<file path="config.mk">
export PLATFORM = sky130hd
export DESIGN_NAME = motoro3_speed_sequencer
export DESIGN_NICKNAME = d
export VERILOG_FILES = /design/src/rtl/motoro3_pkg.sv /design/src/rtl/motoro3_step_timer.sv /design/src/rtl/motoro3_speed_sequencer.sv
export SDC_FILE = /design/constraint.sdc
export NUM_CORES = 1
export LEC_CHECK = 0
export ABC_AREA = 1
export CAP_MARGIN = 20
export CORE_UTILIZATION = 40
export DETAILED_ROUTE_END_ITERATION = 16
export GPL_ROUTABILITY_DRIVEN = 0
export HOLD_SLACK_MARGIN = 0.02
export SKIP_LAST_GASP = 1
export SLEW_MARGIN = 5
export SYNTH_ARGS = -nofsm -noshare
export SYNTH_HDL_FRONTEND = slang
export SYNTH_SLANG_ARGS = --single-unit
export TNS_END_PERCENT = 5
</file>
<file path="constraint.sdc">
create_clock -name clk -period 5.6 [get_ports clk]
set_input_delay 0.56 -clock clk [delete_from_list [all_inputs] [get_ports clk]]
set_output_delay 0.56 -clock clk [all_outputs]
set_load 0.02 [all_outputs]
</file>
<file path="src/rtl/motoro3_pkg.sv">
// Shared encodings for the motoro3 speed sequencer: FSM states, m3step codes,
// period width and the commutation-order helper.
package motoro3_pkg;

   localparam int PERIOD_W = 25;
   typedef logic [PERIOD_W-1:0] period_t;

   typedef enum logic [2:0] {
      ST_IDLE  = 3'd0,
      ST_ALIGN = 3'd1,
      ST_RAMP  = 3'd2,
      ST_RUN   = 3'd3,
      ST_BRAKE = 3'd4
   } seq_state_t;

   localparam logic [3:0] M3_IDLE      = 4'd0;
   localparam logic [3:0] M3_BRAKE     = 4'd7;
   localparam logic [3:0] M3_FIRST_FWD = 4'd1;
   localparam logic [3:0] M3_FIRST_REV = 4'd6;

   // Next commutation step: 1..6 forward, 6..1 reverse, wrapping at the ends.
   function automatic logic [3:0] next_step(input logic [3:0] step, input logic rev);
      if (rev)
         return (step <= 4'd1) ? 4'd6 : step - 4'd1;
      else
         return (step >= 4'd6) ? 4'd1 : step + 4'd1;
   endfunction

endpackage

</file>
<file path="src/rtl/motoro3_step_timer.sv">
// Commutation step timer: down-counter with reload, owns the m3step register
// and the step_tick pulse. All state updates on the falling clock edge.
module motoro3_step_timer
   import motoro3_pkg::*;
(
   input  logic       clk,
   input  logic       nRst,
   input  logic       set_step,
   input  logic [3:0] step_val,
   input  logic       load,
   input  logic       run,
   input  logic       rev,
   input  period_t    reload,
   output logic [3:0] m3step,
   output logic       step_tick,
   output logic       adv_now
);

   period_t cnt;

   // High in the cycle whose falling edge advances the step.
   assign adv_now = run && (cnt == '0);

   always_ff @(negedge clk or negedge nRst) begin
      if (!nRst) begin
         cnt       <= '0;
         m3step    <= M3_IDLE;
         step_tick <= 1'b0;
      end else begin
         step_tick <= 1'b0;
         if (set_step) begin
            m3step    <= step_val;
            step_tick <= (step_val != m3step);
            cnt       <= '0;
         end else if (load) begin
            cnt <= reload - period_t'(1);
         end else if (adv_now) begin
            m3step    <= next_step(m3step, rev);
            step_tick <= 1'b1;
            cnt       <= reload - period_t'(1);
         end else if (run) begin
            cnt <= cnt - period_t'(1);
         end
      end
   end

endmodule

</file>
<file path="src/rtl/motoro3_speed_sequencer.sv">
// BLDC speed sequencer: align, ramp the step period down per electrical round,
// run at target, force-stop brake. Optional round counter under MOTORO3_ROUND_CNT_EN.
module motoro3_speed_sequencer
   import motoro3_pkg::*;
#(
   parameter period_t START_PERIOD = 25'd1_666_667,
   parameter period_t MIN_PERIOD   = 25'd1_667,
   parameter period_t ALIGN_CYCLES = 25'd5_000_000,
   parameter period_t BRAKE_CYCLES = 25'd2_000_000
)(
   input  logic        clk,
   input  logic        nRst,
   input  logic        start,
   input  logic        stop,
   input  logic        dir,
   input  logic [24:0] target_period,
   input  logic [15:0] ramp_step,
   output logic [3:0]  m3step,
   output logic        step_tick,
   output logic [24:0] period_now,
   output logic [2:0]  seq_state,
   output logic        busy,
   output logic        at_speed
`ifdef MOTORO3_ROUND_CNT_EN
   ,output logic [31:0] round_cnt
`endif
);

   seq_state_t state;
   logic       start_q, stop_q, armed;
   logic       dir_q;
   period_t    wait_cnt;
   period_t    eff_tgt;
   period_t    period_nxt;
   logic       start_edge, stop_edge, act_stop;
   logic       align_done, brake_done, run, round_end, adv_now;
   logic       set_step, load;
   logic [3:0] step_val;

   // armed stays low for the first edge after reset so a start held through
   // release is not mistaken for a fresh request.
   assign start_edge = armed & start & ~start_q;
   assign stop_edge  = armed & stop & ~stop_q;
   assign act_stop   = stop_edge &&
                       (state == ST_ALIGN || state == ST_RAMP || state == ST_RUN);
   assign align_done = (state == ST_ALIGN) && (wait_cnt == ALIGN_CYCLES - period_t'(1)) && !act_stop;
   assign brake_done = (state == ST_BRAKE) && (wait_cnt == BRAKE_CYCLES - period_t'(1));
   assign run        = (state == ST_RAMP || state == ST_RUN) && !act_stop;
   assign eff_tgt    = (target_period < MIN_PERIOD) ? MIN_PERIOD : target_period;
   assign round_end  = adv_now && (m3step == (dir_q ? 4'd1 : 4'd6));
   assign load       = align_done;

   always_comb begin
      set_step = 1'b0;
      step_val = m3step;
      if (state == ST_IDLE && start_edge) begin
         set_step = 1'b1;
         step_val = dir ? M3_FIRST_REV : M3_FIRST_FWD;
      end else if (act_stop) begin
         set_step = 1'b1;
         step_val = M3_BRAKE;
      end else if (brake_done) begin
         set_step = 1'b1;
         step_val = M3_IDLE;
      end
   end

   // Ramp arithmetic saturates at the effective target and never wraps.
   always_comb begin
      period_nxt = period_now;
      if (align_done) begin
         period_nxt = (eff_tgt >= START_PERIOD) ? eff_tgt : START_PERIOD;
      end else if (brake_done) begin
         period_nxt = START_PERIOD;
      end else if (run && state == ST_RAMP && round_end) begin
         if (eff_tgt >= period_now)
            period_nxt = eff_tgt;
         else if (period_t'(ramp_step) >= (period_now - eff_tgt))
            period_nxt = eff_tgt;
         else
            period_nxt = period_now - period_t'(ramp_step);
      end else if (run && state == ST_RUN && eff_tgt > period_now) begin
         period_nxt = eff_tgt;
      end
   end

   always_ff @(negedge clk or negedge nRst) begin
      if (!nRst) begin
         state      <= ST_IDLE;
         start_q    <= 1'b0;
         stop_q     <= 1'b0;
         armed      <= 1'b0;
         dir_q      <= 1'b0;
         wait_cnt   <= '0;
         period_now <= START_PERIOD;
      end else begin
         armed      <= 1'b1;
         start_q    <= start;
         stop_q     <= stop;
         period_now <= period_nxt;
         case (state)
            ST_IDLE: begin
               if (start_edge) begin
                  dir_q    <= dir;
                  wait_cnt <= '0;
                  state    <= ST_ALIGN;
               end
            end
            ST_ALIGN: begin
               if (act_stop) begin
                  wait_cnt <= '0;
                  state    <= ST_BRAKE;
               end else if (align_done) begin
                  state <= (eff_tgt >= START_PERIOD) ? ST_RUN : ST_RAMP;
               end else begin
                  wait_cnt <= wait_cnt + period_t'(1);
               end
            end
            ST_RAMP: begin
               if (act_stop) begin
                  wait_cnt <= '0;
                  state    <= ST_BRAKE;
               end else if (round_end && period_nxt == eff_tgt) begin
                  state <= ST_RUN;
               end
            end
            ST_RUN: begin
               if (act_stop) begin
                  wait_cnt <= '0;
                  state    <= ST_BRAKE;
               end else if (eff_tgt < period_now) begin
                  state <= ST_RAMP;
               end
            end
            ST_BRAKE: begin
               if (brake_done)
                  state <= ST_IDLE;
               else
                  wait_cnt <= wait_cnt + period_t'(1);
            end
            default: state <= ST_IDLE;
         endcase
      end
   end

`ifdef MOTORO3_ROUND_CNT_EN
   always_ff @(negedge clk or negedge nRst) begin
      if (!nRst)
         round_cnt <= '0;
      else if (state == ST_IDLE || brake_done)
         round_cnt <= '0;
      else if (run && round_end && round_cnt != 32'hFFFF_FFFF)
         round_cnt <= round_cnt + 32'd1;
   end
`endif

   motoro3_step_timer u_step_timer (
      .clk       (clk),
      .nRst      (nRst),
      .set_step  (set_step),
      .step_val  (step_val),
      .load      (load),
      .run       (run),
      .rev       (dir_q),
      .reload    (period_nxt),
      .m3step    (m3step),
      .step_tick (step_tick),
      .adv_now   (adv_now)
   );

   assign seq_state = state;
   assign busy      = (state != ST_IDLE);
   assign at_speed  = (state == ST_RUN);

endmodule

</file>
Word level (Yosys, flattened, before mapping)
Cells that the tools add are included.
- multiplexer cells: 45
- add/subtract/negate cells: 7
- equal/unequal tests: 18
- $lt $le $gt $ge: 8
- reduce and logical (&&, ||, !) cells: 28
- bitwise operators: 6
- operators with widths (operator ; count):
    25-bit two-way mux ; 17
    25-bit case mux with 4 select lines ; 1
    25-bit by 1-bit subtractor with 25-bit output, second input constant ; 2
    4-bit two-way mux ; 9
    3-bit two-way mux ; 10
    25-bit by 1-bit adder with 25-bit output, second input constant ; 1
    25-bit by 21-bit == test with 1-bit output, second input constant ; 1
    25-bit by 23-bit == test with 1-bit output, second input constant ; 1
    25-bit == test ; 1
    16-bit by 25-bit >= comparator with 1-bit output ; 1
    25-bit by 21-bit >= comparator with 1-bit output, second input constant ; 1
    25-bit >= comparator ; 1
    25-bit greater-than comparator ; 1
    25-bit zero test ; 1
    25-bit by 11-bit < comparator with 1-bit output, second input constant ; 1
    25-bit < comparator ; 1
    25-bit by 16-bit subtractor with 25-bit output ; 1
    25-bit subtractor ; 1
    3-bit case mux with 5 select lines ; 1
    1-bit logical AND ; 13
    5-bit AND reduction ; 2
    4-bit nonzero test ; 2
    1-bit two-way mux ; 7
    3-bit by 2-bit == test with 1-bit output, second input constant ; 2
    22 further kinds ; 33
- input port bits: 46
- register bits after elaboration: 87
- output and inout bits: 35

Depth between registers and ports, before layout
- depth after elaboration: 17
- mapped depth: 44

Hierarchy
Synthesis repeated with hierarchy kept, for this count alone.
- cell total of the unflattened synthesis: 1888
- area, all modules: 11155.7 um2
- modules (own cells, without submodules) (module ; instances ; cells each ; area an instance (um2)):
    motoro3_speed_sequencer ; 1 ; 1376 ; 8025.2
    motoro3_step_timer ; 1 ; 512 ; 3130.5

==> results.json <==
{
  "root_buffer": "clkbuf_16",
  "p_per_area_nw_per_um2": 152.0,
  "ant_nets": 0,
  "num_rows": 59,
  "wirelength_mm": 41.47,
  "netlist.area_leader.share": 0.1744,
  "numPortBuffers": 80,
  "synthCells": 1756,
  "antenna_found_initial": 0,
  "cts_buffer_depth": 2,
  "worst_ep_required_time_ns": 3.01,
  "core-area_um2": 26060,
  "initial_core_util": 0.4074,
  "total_power_mw": 2.426,
  "leakagePower_nw": 8.371,
  "drive_above_1_share": 0.2985,
  "violations": "setup timing",
  "skew_ns": 0.05979,
  "synth-main-ff-cell": "dfrtn_1",
  "cts_tree": "yes",
  "cts.sinks": 87,
  "syn_area_um2": 10620,
  "ctsHtreeMaxLevel": 3,
  "final_cell_area_um2": 15970,
  "synth_seq_cells": 87,
  "area_growth_pct": 50.42,
  "synth.distinct_cells": 64,
  "worstPathArrival_ns": 5.59,
  "worst_slack_ns": -2.587,
  "yosysMostFrequentCell": "nand2_1",
  "vias_per_cell": 5.229,
  "dr.pass1.iters": 6,
  "dr.first_iter.drc_count": 974,
  "cts.reportedPaths.clkPinSlew_ns": 0.05,
  "post-place-ws_ns": -3.319,
  "async_flop_share": 1.000,
  "io_pins": 81,
  "final_max_slew_viol_count": 0,
  "cpPeakStageDelay_ns": 0.35,
  "slew_headroom": 0.5502,
  "grt_overflow_total": 0,
  "worst_skew_pair.late_latency_ns": 0.41,
  "placed_cell_area_um2": 14550,
  "worstSetupPathType": "in -> reg",
  "slowest_stage": "fa_2",
  "fp.dieH_um": 164.9,
  "finalSetupViolations": 68,
  "whs_ns": 0.4412,
  "ys_warn_count": 0,
  "grt_pass1_vias": 12680,
  "grt_use_met1": 0.4021,
  "fin_setup_tns_ns": -113.23,
  "nets": 2354,
  "status": "complete, but fails checks",
  "grt_pass1_wl_mm": 63.74,
  "cp-end-kind": "flip-flop",
  "wl_per_cell_um": 16.06,
  "die_area_um2": 27190,
  "busiest_layer": "met2",
  "grt_start_max_net_pins": 53,
  "nFillCells": 2446,
  "multiInputGateArea_um2": 7806,
  "cell_internal_pwr_mw": 1.447,
  "syn_area_per_cell_um2": 6.045,
  "power_switching_mw": 0.9794,
  "post-route-drc-count": 0,
  "met3_usage": 0.02235,
  "synth_commonest_cells": "nand2_1, inv_1, nand3_1, nor2_1, dfrtn_1",
  "cts_inserted_buffers": 9,
  "worst_slew_pin_slew_ns": 0.6686,
  "hold_depth": 2,
  "synth_enable_flop_cells": 0,
  "path_common_cell": "nand2_1",
  "die_x_um": 164.9,
  "antenna_cells": 0,
  "dr_total_vias": 13510,
  "synth_nets": 1867,
  "dp_hpwl_mm": 32.70,
  "switching_share": 0.4037,
  "hp-class": "reg -> reg",
  "synth_top_cell_by_area": "dfrtn_1",
  "vdd_ir_drop_max_uv": 250.7,
  "grt_use_total": 0.3028,
  "worstSetupStartpointType": "input port",
  "ff2ff_path_depth": 37,
  "rsz0062_at_grt": "yes",
  "hold_viol": 0,
  "ys_top_cells_by_area": "dfrtn_1, nand2_1, inv_1",
  "max-cap-violations": 0,
  "regArea_um2": 2193,
  "pwr-share-seq": 0.299,
  "combinationalPowerShare": 0.437,
  "ys_seq_area_frac": 0.2066,
  "use_met2": 0.5103,
  "cp_max_fo": 6,
  "p_clk_frac": 0.263
}
## state kept, by name, summed over array words and instances (netlist names)
signal                  count
u_step_timer.m3step         4
armed                       1
dir_q                       1
stop_q                      1
start_q                     1
wait_cnt                   25
u_step_timer.cnt           25
u_step_timer.step_tick      1
seq_state                   3
period_now                 25
## metrics by stage
step / cells / utilization
floorplan: 1756 / -
global placement: 2503 / 0.5584
detailed placement: 2503 / 0.5584
CTS: 2569 / 0.5912
global route: 2583 / 0.6128
finish: 2583 / 0.6128
## layout make-up
class                      instances  area share
tap                              335     0.02625
timing repair buffer             494      0.2572
multi-input combinational       1348      0.4889
sequential                        87      0.1374
clock inverter                    20    0.007444
clock buffer                       9     0.01410
inverter                         290     0.06880
## critical path, delay by kind of cell
family          cells  cell delay [ns]
simple gates       27             2.39
fa+ha+maj           3             0.77
xor+xnor            1             0.08
compound gates      4             0.65
buf+inv             9             1.11
## cell usage in the layout (no fill, tap or decap), drive strengths merged, types with 2 or more instances in the layout
| cell type | n |
|---|---|
| o21ai | 80 |
| inv | 302 |
| or2 | 5 |
| dlygate4sd2 | 5 |
| nand4 | 52 |
| o211ai | 27 |
| o21bai | 2 |
| fa | 2 |
| buf | 423 |
| nor3 | 36 |
| nor2 | 178 |
| o221ai | 4 |
| xnor2 | 21 |
| dfstp | 13 |
| clkdlybuf4s15 | 2 |
| clkinv | 5 |
| clkdlybuf4s50 | 57 |
| nor3b | 2 |
| nand3b | 12 |
| nor4 | 11 |
| nand2 | 518 |
| a22oi | 2 |
| dfrtn | 74 |
| clkbuf | 16 |
| ha | 63 |
| clkinvlp | 3 |
| a21oi | 71 |
| a31oi | 7 |
| xor2 | 25 |
| nand3 | 206 |
| o21a | 2 |
| and2 | 7 |
## cell families after synthesis
| family | after synthesis | share of synthesized area |
|---|---|---|
| flops | 87 | 0.2066 |
| compound gates | 206 | 0.1121 |
| xor+xnor | 46 | 0.03795 |
| other cells | 1 | 0.0003533 |
| simple gates | 1030 | 0.4471 |
| fa+ha+maj | 65 | 0.07803 |
| buf+inv | 321 | 0.1179 |
## power groups by stage
stage | Clock, mW | Combinational, mW | Sequential [mW]
3_3_place_gp | 0.0153 | 0.968 | 0.736
2_1_floorplan | 0.0153 | 0.514 | 0.738
5_1_grt | 0.692 | 1.16 | 0.734
6_report | 0.639 | 1.06 | 0.726
3_5_place_dp | 0.0153 | 0.985 | 0.735
4_1_cts | 0.657 | 1.02 | 0.726
## per-layer routing
layer  wire (um)  vias up
li1            -     6709
met2       19090      508
met4        1623        0
met3        2499      105
met5           0        -
met1       18260     6184
## worst paths after layout
check                                     start                   end  slack, ns
min reg2reg                u_step_timer.cnt[24]  u_step_timer.cnt[24]       0.44
max reg2reg                       period_now[0]          seq_state[0]       0.83
max in group asynchronous                  nRst         period_now[6]       1.97
min                        u_step_timer.cnt[24]  u_step_timer.cnt[24]       0.44
max                           target_period[20]          seq_state[0]      -2.59
min in group asynchronous                  nRst                 armed       2.84
## timing repair
item	in CTS	in global routing
cloned	2	5
endpoints found under the hold margin	0	0
pin swaps	20	56
setup endpoints to repair	66	73
resized for setup	120	113
hold buffers	0	0
buffers inserted	36	12
No activity file was read; power rests on OpenSTA's default activity.
